**src/rtl/sequenciador_exibicao_pkg.sv**
```systemverilog
// Game-wide constants and state codes for the LED display sequencer.
package sequenciador_exibicao_pkg;

    localparam int unsigned ADDR_W_PADRAO      = 4;
    localparam int unsigned DATA_W_PADRAO      = 4;
    localparam int unsigned TIMER_W_PADRAO     = 16;
    localparam int unsigned T_ACESO_PADRAO     = 1000;
    localparam int unsigned T_APAGADO_PADRAO   = 500;
    localparam int unsigned T_ACESO_R_PADRAO   = 500;
    localparam int unsigned T_APAGADO_R_PADRAO = 250;

    typedef enum logic [2:0] {
        OCIOSO   = 3'b000,
        ENDERECA = 3'b001,
        CARREGA  = 3'b010,
        ACESO    = 3'b011,
        APAGADO  = 3'b100,
        PROXIMO  = 3'b101,
        FIM      = 3'b110
    } estado_t;

endpackage

```
**src/rtl/sequenciador_exibicao_contador.sv**
```systemverilog
// Interval down-counter: load has priority over decrement, registered zero flag.
module contador_intervalo
    import sequenciador_exibicao_pkg::*;
#(
    parameter int unsigned TIMER_W = TIMER_W_PADRAO
) (
    input  logic               clock,
    input  logic               reset,
    input  logic               carrega_i,
    input  logic [TIMER_W-1:0] valor_i,
    input  logic               decrementa_i,
    output logic               zero_o
);

    logic [TIMER_W-1:0] conta_q;
    logic [TIMER_W-1:0] conta_d;
    logic               zero_q;

    always_comb begin
        conta_d = conta_q;
        if (carrega_i) begin
            conta_d = valor_i;
        end else if (decrementa_i && (conta_q != '0)) begin
            conta_d = conta_q - TIMER_W'(1);
        end
    end

    // Zero flag tracks the value being written so it is valid the cycle the count lands.
    always_ff @(posedge clock or posedge reset) begin
        if (reset) begin
            conta_q <= '0;
            zero_q  <= 1'b1;
        end else begin
            conta_q <= conta_d;
            zero_q  <= (conta_d == '0);
        end
    end

    assign zero_o = zero_q;

endmodule

```
**src/rtl/sequenciador_exibicao.sv**
```systemverilog
// LED display sequencer: walks the color RAM from 0 to limite, showing each color then blanking.
module sequenciador_exibicao
    import sequenciador_exibicao_pkg::*;
#(
    parameter int unsigned ADDR_W      = ADDR_W_PADRAO,
    parameter int unsigned DATA_W      = DATA_W_PADRAO,
    parameter int unsigned TIMER_W     = TIMER_W_PADRAO,
    parameter int unsigned T_ACESO     = T_ACESO_PADRAO,
    parameter int unsigned T_APAGADO   = T_APAGADO_PADRAO,
    parameter int unsigned T_ACESO_R   = T_ACESO_R_PADRAO,
    parameter int unsigned T_APAGADO_R = T_APAGADO_R_PADRAO
) (
    input  logic              clock,
    input  logic              reset,
    input  logic              iniciar,
    input  logic              abortar,
    input  logic              modo_rapido,
    input  logic [ADDR_W-1:0] limite,
    input  logic [DATA_W-1:0] dado_mem,
    output logic [ADDR_W-1:0] endereco,
    output logic [DATA_W-1:0] leds,
    output logic              ocupado,
    output logic              pronto,
    output logic [2:0]        db_estado
);

    localparam logic [TIMER_W-1:0] CARGA_ACESO     = TIMER_W'(T_ACESO - 1);
    localparam logic [TIMER_W-1:0] CARGA_APAGADO   = TIMER_W'(T_APAGADO - 1);
    localparam logic [TIMER_W-1:0] CARGA_ACESO_R   = TIMER_W'(T_ACESO_R - 1);
    localparam logic [TIMER_W-1:0] CARGA_APAGADO_R = TIMER_W'(T_APAGADO_R - 1);

    estado_t             estado_q, estado_d;
    logic [ADDR_W-1:0]   endereco_q, endereco_d;
    logic [ADDR_W-1:0]   limite_q, limite_d;
    logic                modo_q, modo_d;
    logic [DATA_W-1:0]   cor_q, cor_d;
    logic [DATA_W-1:0]   leds_q, leds_d;
    logic                ocupado_q, ocupado_d;
    logic                pronto_q, pronto_d;
    logic                carrega;
    logic                decrementa;
    logic [TIMER_W-1:0]  valor;
    logic                zero;

    contador_intervalo #(
        .TIMER_W (TIMER_W)
    ) u_contador (
        .clock        (clock),
        .reset        (reset),
        .carrega_i    (carrega),
        .valor_i      (valor),
        .decrementa_i (decrementa),
        .zero_o       (zero)
    );

    always_comb begin
        estado_d   = estado_q;
        endereco_d = endereco_q;
        limite_d   = limite_q;
        modo_d     = modo_q;
        cor_d      = cor_q;
        carrega    = 1'b0;
        decrementa = 1'b0;
        valor      = modo_q ? CARGA_ACESO_R : CARGA_ACESO;

        case (estado_q)
            OCIOSO: begin
                endereco_d = '0;
                if (iniciar) begin
                    limite_d = limite;
                    modo_d   = modo_rapido;
                    estado_d = ENDERECA;
                end
            end
            ENDERECA: estado_d = CARREGA;
            CARREGA: begin
                cor_d    = dado_mem;
                carrega  = 1'b1;
                estado_d = ACESO;
            end
            ACESO: begin
                if (zero) begin
                    carrega  = 1'b1;
                    valor    = modo_q ? CARGA_APAGADO_R : CARGA_APAGADO;
                    estado_d = APAGADO;
                end else begin
                    decrementa = 1'b1;
                end
            end
            APAGADO: begin
                if (zero) begin
                    estado_d = (endereco_q == limite_q) ? FIM : PROXIMO;
                end else begin
                    decrementa = 1'b1;
                end
            end
            PROXIMO: begin
                endereco_d = endereco_q + ADDR_W'(1);
                estado_d   = ENDERECA;
            end
            FIM: begin
                endereco_d = '0;
                estado_d   = OCIOSO;
            end
            default: begin
                endereco_d = '0;
                estado_d   = OCIOSO;
            end
        endcase

        // Abort overrides everything, including a start in the same cycle.
        if (abortar) begin
            estado_d   = OCIOSO;
            endereco_d = '0;
            limite_d   = limite_q;
            modo_d     = modo_q;
            carrega    = 1'b0;
            decrementa = 1'b0;
        end
    end

    assign leds_d    = (estado_d == ACESO) ? cor_d : '0;
    assign ocupado_d = (estado_d != OCIOSO);
    assign pronto_d  = (estado_d == FIM);

    always_ff @(posedge clock or posedge reset) begin
        if (reset) begin
            estado_q   <= OCIOSO;
            endereco_q <= '0;
            limite_q   <= '0;
            modo_q     <= 1'b0;
            cor_q      <= '0;
            leds_q     <= '0;
            ocupado_q  <= 1'b0;
            pronto_q   <= 1'b0;
        end else begin
            estado_q   <= estado_d;
            endereco_q <= endereco_d;
            limite_q   <= limite_d;
            modo_q     <= modo_d;
            cor_q      <= cor_d;
            leds_q     <= leds_d;
            ocupado_q  <= ocupado_d;
            pronto_q   <= pronto_d;
        end
    end

    assign endereco  = endereco_q;
    assign leds      = leds_q;
    assign ocupado   = ocupado_q;
    assign pronto    = pronto_q;
    assign db_estado = estado_q;

endmodule

```
**config.mk**
```make
export PLATFORM = sky130hd
export DESIGN_NAME = sequenciador_exibicao
export DESIGN_NICKNAME = d
export VERILOG_FILES = /design/src/rtl/sequenciador_exibicao_pkg.sv /design/src/rtl/sequenciador_exibicao_contador.sv /design/src/rtl/sequenciador_exibicao.sv
export SDC_FILE = /design/constraint.sdc
export NUM_CORES = 1
export LEC_CHECK = 0
export CAP_MARGIN = 20
export CORE_MARGIN = 4
export CORE_UTILIZATION = 50
export CTS_CLUSTER_DIAMETER = 100
export DETAILED_ROUTE_END_ITERATION = 8
export PLACE_DENSITY = 0.74
export SLEW_MARGIN = 10
export SYNTH_ARGS = -nofsm -noshare
export SYNTH_HDL_FRONTEND = slang
export SYNTH_HIERARCHICAL = 1
export SYNTH_SLANG_ARGS = --single-unit
```
**constraint.sdc**
```tcl
create_clock -name clock -period 6.54 [get_ports clock]
set_input_delay 0.981 -clock clock [delete_from_list [all_inputs] [get_ports clock]]
set_output_delay 0.981 -clock clock [all_outputs]
set_load 0.01 [all_outputs]
```
==> results of run 1 <==
==> cells by family after synthesis <==
kind of cell	Yosys count	synth area share, %
AO/OA/AOI/OAI	48	14.46
AND/OR/NAND/NOR	103	26.08
XOR/XNOR	8	3.055
buffers and inverters	22	4.146
flip-flops	39	42.61
other	2	0.3275
multiplexers	13	7.692
adder cells (fa/ha/maj)	3	1.637
==> area by class of cell <==
type	instances	area [um2]
clock buffers	6	82.58
flip-flops and latches	39	977.2
multi-input cells	185	1254
repair buffers	26	257.7
inverters	12	45.04
clock inverters	1	5.005
fillers	388	1698
well taps	52	65.06
==> state kept, by name, indices dropped and copies added (netlist names), 3 cells and up <==
register	flops
endereco	4
db_estado	3
leds	4
limite_q	4
cor_q	4
u_contador/conta_q	16
==> per-stage QoR <==
stage | instance area [um2] | utilization, % | instances
after floorplan | 2323 | - | 246
after global placement | 2599 | 59.28 | 314
after detailed placement | 2599 | 59.28 | 314
after CTS | 2686 | 61.27 | 321
after global routing | 2686 | 61.27 | 321
final | 2686 | 61.27 | 321
==> per-layer routing <==
layer	GRT usage, %	wire length, um	up-vias
met1	27.18	2354	866
met3	3.958	222	6
met5	0	0	-
met2	29.43	2259	48
li1	-	-	924
met4	6.990	40	0
==> power by group <==
part | internal [W] | leakage (nW) | switching (W)
registers | 0.000293 | 0.482 | 0.0000593
logic | 0.000102 | 0.606 | 0.000102
clock network | 0.0000828 | 0.0470 | 0.0000825
==> critical path: stages <==
cell,delay [ns]
clkdlybuf4s50_1,0.62
nor3_1,0.42
or3b_1,0.55
o41a_1,0.38
a221oi_2,0.21
o211a_1,0.18
or4b_1,0.42
nor4bb_1,0.29
==> worst max path at each step <==
stage | startpoint | end | slack (ns) | cells after the start
after floorplan | abortar | u_contador/zero_o$_DFF_PP1_ | 3.15 | 9
after global placement | abortar | u_contador/zero_o$_DFF_PP1_ | 2.49 | 8
after detailed placement | abortar | u_contador/zero_o$_DFF_PP1_ | 2.40 | 8
after CTS | abortar | u_contador/zero_o$_DFF_PP1_ | 2.71 | 8
after global routing | abortar | u_contador/zero_o$_DFF_PP1_ | 2.45 | 8
final | abortar | u_contador/zero_o$_DFF_PP1_ | 2.67 | 8
==> cells in the mapped netlist, types with 4 or more instances <==
master,n
a21oi_1,12
nand3_1,7
inv_1,8
xor2_1,5
nor3_1,5
buf_2,4
nor2b_1,4
dfrtp_1,38
mux2_4,9
clkbuf_1,4
nor2_1,21
nor4_1,7
nand2_1,18
nand2b_1,5
or4_1,7
o21ai_0,7
==> reports/metrics.cfg, run 1 <==
[sta]
setup_viol=0
setup_slack_ns=2.669
max-slew-margin-rel_pct=44.70
min_period_ns=3.871
tightest_slew_ns=0.8286
whs_ns=0.5184
finalHoldViolCount=0
setup_tns_ns=0
rsz0062_at_grt=false
skew_ns=0.01141
clock.fmax_mhz=258.3
slew_violations=0
period_share_pct=59.19

[clock_tree]
ctsResizeCount=0
root_buffer=clkbuf_8
cts_sinks=39
cts_tree=done
clk_pin_slew_worst_paths_ns=0.07
clock_path_buffers=2
cts_buffers=5
clk_latency_ns=0.29
htreeDepth=2
ctsHoldBuffers=0
post_cts.repair.setup_buffers=0

[floorplan]
core_um2=4384
die_x_um=75.73
boundaryPins=26
die_y_um=75.73
fp-row-count=24
start_util_pct=52.31
die_area_um2=5734

[setup_path]
required_ns=6.73
crit_path_start_kind=input port
regToRegEndpoint=u_contador/zero_o$_DFF_PP1_
worstReg2RegStart=db_estado[0]$_DFF_PP0_
worstSetupEndpointType=register
reg2reg_depth=9
r2r_slack_ns=3.03
criticalPathCategory=in2reg
crit_fanout=12
crit_arrival_ns=4.06

[worst_hold_path]
min-delay-start=cor_q[3]$_DFF_PP0_
hold-path-endpoint=cor_q[3]$_DFF_PP0_
hold_path.class=reg2reg
hold_depth=1

[power_and_ir_drop]
p_leak_nw=1.135
p_total_w=0.0007217
irDropWorstVdd_v=0.0001770
power_density_nw_per_um2=268.6

[routing]
detail_route.iter0.violations=159
wl_um=4877
ant_nets=0
wl_per_cell_um=15.19
viasPerCell=5.745
drc=0
dr.pass1.iters=4
vias=1844

[place]
dp_hpwl_um=3457
port_buffers=25
gp_congestion=0.8288
pre_cts_slack_ns=2.400

[yosys]
synth_area_leaders=dfrtp_1 (41%), mux2_4 (5.9%), nor2_1 (3.4%)
synth_edf_count=0
synth_top_area_share_pct=41.46
ys_seq_area_share_pct=42.61
syn_inst=238
yosys_warnings=6
synth_seq_cells=39
synth_top_cell_by_area=dfrtp_1
async_flop_share_pct=100.0
synth_ff_type=dfrtp_1
syn_area_um2=2293
ys_types=69
avgSynthCellArea_um2=9.636

[final_layout]
final_common_cell=dfrtp_1
area_growth_pct=17.13
layout_common_cells=dfrtp_1 (38), clkdlybuf4s50_1 (25), nor2_1 (20)
layout-drive-gt1-share_pct=12.27
num_antenna_cells=0
final_nets=285

[grt]
grt_pass1_wl_um=8424
antenna_found_initial=0
grt_max_degree=34
grtUsageTotal_pct=19.32
grt-ovfl-total=0
grt_pass1_vias=1709

[run]
drv_cap=0

[status]
status=finished clean

Power figures use the tool's default switching activity.
==> run 2: changes to the inputs <==
- clock period: 6.54 -> 3.8 ns (I/O delays scaled with it)
==> reports/metrics.cfg, run 2 (synthesis results as in run 1) <==
[sta]
period_share_pct=88.91
setup_tns_ns=0  ; unchanged
max-slew-margin-rel_pct=44.52  ; -0.18 points
slew_violations=0  ; unchanged
min_period_ns=3.378
setup_viol=0  ; unchanged
clock.fmax_mhz=296.0
tightest_slew_ns=0.8313  ; +0.002753 ns
skew_ns=0.003153  ; -0.008257 ns
rsz0062_at_grt=false
finalHoldViolCount=0  ; unchanged
setup_slack_ns=0.4216  ; -2.247 ns

[clock_tree]
ctsHoldBuffers=0  ; unchanged
clk_latency_ns=0.28  ; about the same
post_cts.repair.setup_buffers=0  ; unchanged
clk_pin_slew_worst_paths_ns=0.08  ; about the same
cts_tree=done
cts_sinks=39  ; unchanged
cts_buffers=5  ; unchanged
clock_path_buffers=2  ; unchanged
root_buffer=clkbuf_8
ctsResizeCount=0  ; unchanged
htreeDepth=2  ; unchanged

[routing]
met1Wirelength_um=2357  ; +0.13%
wl_per_cell_um=15.73  ; +3.6%
detail_route.iter0.violations=249  ; +57%
viasPerCell=5.849  ; +1.8%
wl_um=5098  ; +4.5%
vias=1895  ; +2.8%
met2_wirelength_um=2383  ; +5.5%
wl_met3_um=314  ; +41%
drc=0  ; unchanged
dr.pass1.iters=4  ; unchanged
ant_nets=0  ; unchanged
dr.max_layer_used=met4

[final_layout]
final_nets=287  ; +0.70%
num_antenna_cells=0  ; unchanged
regMostFlops=u_contador/conta_q
largest_reg_flops=16  ; unchanged
layout-drive-gt1-share_pct=12.87  ; +0.60 points
final_common_cell=dfrtp_1
layout_common_cells=dfrtp_1 (38), clkdlybuf4s50_1 (25), nor2_1 (20)
area_growth_pct=18.33
final_core_util_pct=61.90  ; +0.63 points

[setup_path]
worstSetupEndpointType=register
required_ns=3.99  ; -2.74 ns
crit_chain=and2b_4 > a22oi_1 > nor3_1 > or3b_1 > o41a_1 > a221oi_2 > o211a_1 > or4b_1 > nor4bb_1
worstReg2RegStart=db_estado[2]$_DFF_PP0_
critPathSlowestCell=or3b_1
critPathMaxStageDelay_ns=0.55  ; -0.07 ns
reg2reg_depth=9  ; unchanged
regToRegEndpoint=u_contador/zero_o$_DFF_PP1_
crit_fanout=13  ; +1
criticalPathCategory=reg2reg
critical-path-top-delay-family=simple AND/OR/NAND/NOR gates
crit_path_start_kind=register
r2r_slack_ns=0.42  ; -2.61 ns
path_buf_inv=0  ; -1
crit_arrival_ns=3.57  ; -0.49 ns

[place]
gp_congestion=0.9302  ; +12%
port_buffers=25  ; unchanged
pre_cts_slack_ns=0.2954  ; -2.105 ns
dp_hpwl_um=3636  ; +5.2%

[power_and_ir_drop]
irDropWorstVdd_v=0.0002708  ; +53%
p_leak_nw=1.149  ; +1.3%
power_density_nw_per_um2=469.6  ; +75%

[grt]
grt_pass1_vias=1832  ; +7.2%
antenna_found_initial=0  ; unchanged
grt_pass1_wl_um=8776  ; +4.2%
grtUsageTotal_pct=20.21  ; +0.89 points
grt-ovfl-total=0  ; unchanged
grt_max_degree=29  ; -15%

[floorplan]
core_um2=4384  ; unchanged
die_area_um2=5734  ; unchanged
die_x_um=75.73  ; unchanged
fp-row-count=24  ; unchanged
start_util_pct=52.31  ; unchanged
die_y_um=75.73  ; unchanged
boundaryPins=26  ; unchanged

[run]
drv_cap=0  ; unchanged

[worst_hold_path]
hold_path.class=reg2reg
min-delay-start=cor_q[3]$_DFF_PP0_
hold-path-endpoint=cor_q[3]$_DFF_PP0_
hold_depth=1  ; unchanged

[status]
status=finished clean

[run 2: changes by cell type in the layout (fill, tap and decap cells not counted), sizes merged]
cell,delta
buf,+2
clkbuf,+2
clkinv,-1
[run 2: power breakdown]
part           switching (W)  total (W)  internal, W
registers          0.0000983   0.000602     0.000504
clock network       0.000140   0.000306     0.000166
logic               0.000188   0.000366     0.000178
[run 2: how the worst max path moves through the flow]
stage | from | endpoint | slack, ns | cells past startpoint
after CTS | db_estado[2]$_DFF_PP0_ | u_contador/zero_o$_DFF_PP1_ | 0.43 | 9
after global routing | db_estado[2]$_DFF_PP0_ | u_contador/zero_o$_DFF_PP1_ | 0.18 | 9
after floorplan | db_estado[0]$_DFF_PP0_ | u_contador/zero_o$_DFF_PP1_ | 0.79 | 11
after detailed placement | abortar | u_contador/zero_o$_DFF_PP1_ | 0.30 | 8
final | db_estado[2]$_DFF_PP0_ | u_contador/zero_o$_DFF_PP1_ | 0.42 | 9
after global placement | abortar | u_contador/zero_o$_DFF_PP1_ | 0.45 | 8
[run 2: area by class of cell]
| cell class | count | area (um2) |
|---|---|---|
| inverter | 12 | 45.04 |
| sequential | 39 | 977.2 |
| timing repair buffer | 28 | 272.8 |
| multi-input combinational | 185 | 1254 |
| fill | 371 | 1670 |
| clock buffer | 8 | 100.1 |
| tap | 52 | 65.06 |
[run 2: through the flow]
stage	hold slack, ns	area (um2)	cells	power (W)
floorplan	0.4808	2323	246	0.0008591
global placement	0.4990	2614	316	0.0009517
detailed placement	0.4996	2614	316	0.0009646
CTS	0.5231	2714	324	0.001278
global route	0.5295	2714	324	0.001355
finish	0.5222	2714	324	0.001275
[run 2: metal layers]
layer | track usage, % | up-vias
met1 | 27.56 | 903
li1 | - | 929
met5 | 0 | -
met4 | 6.990 | 0
met2 | 32.31 | 57
met3 | 3.694 | 6
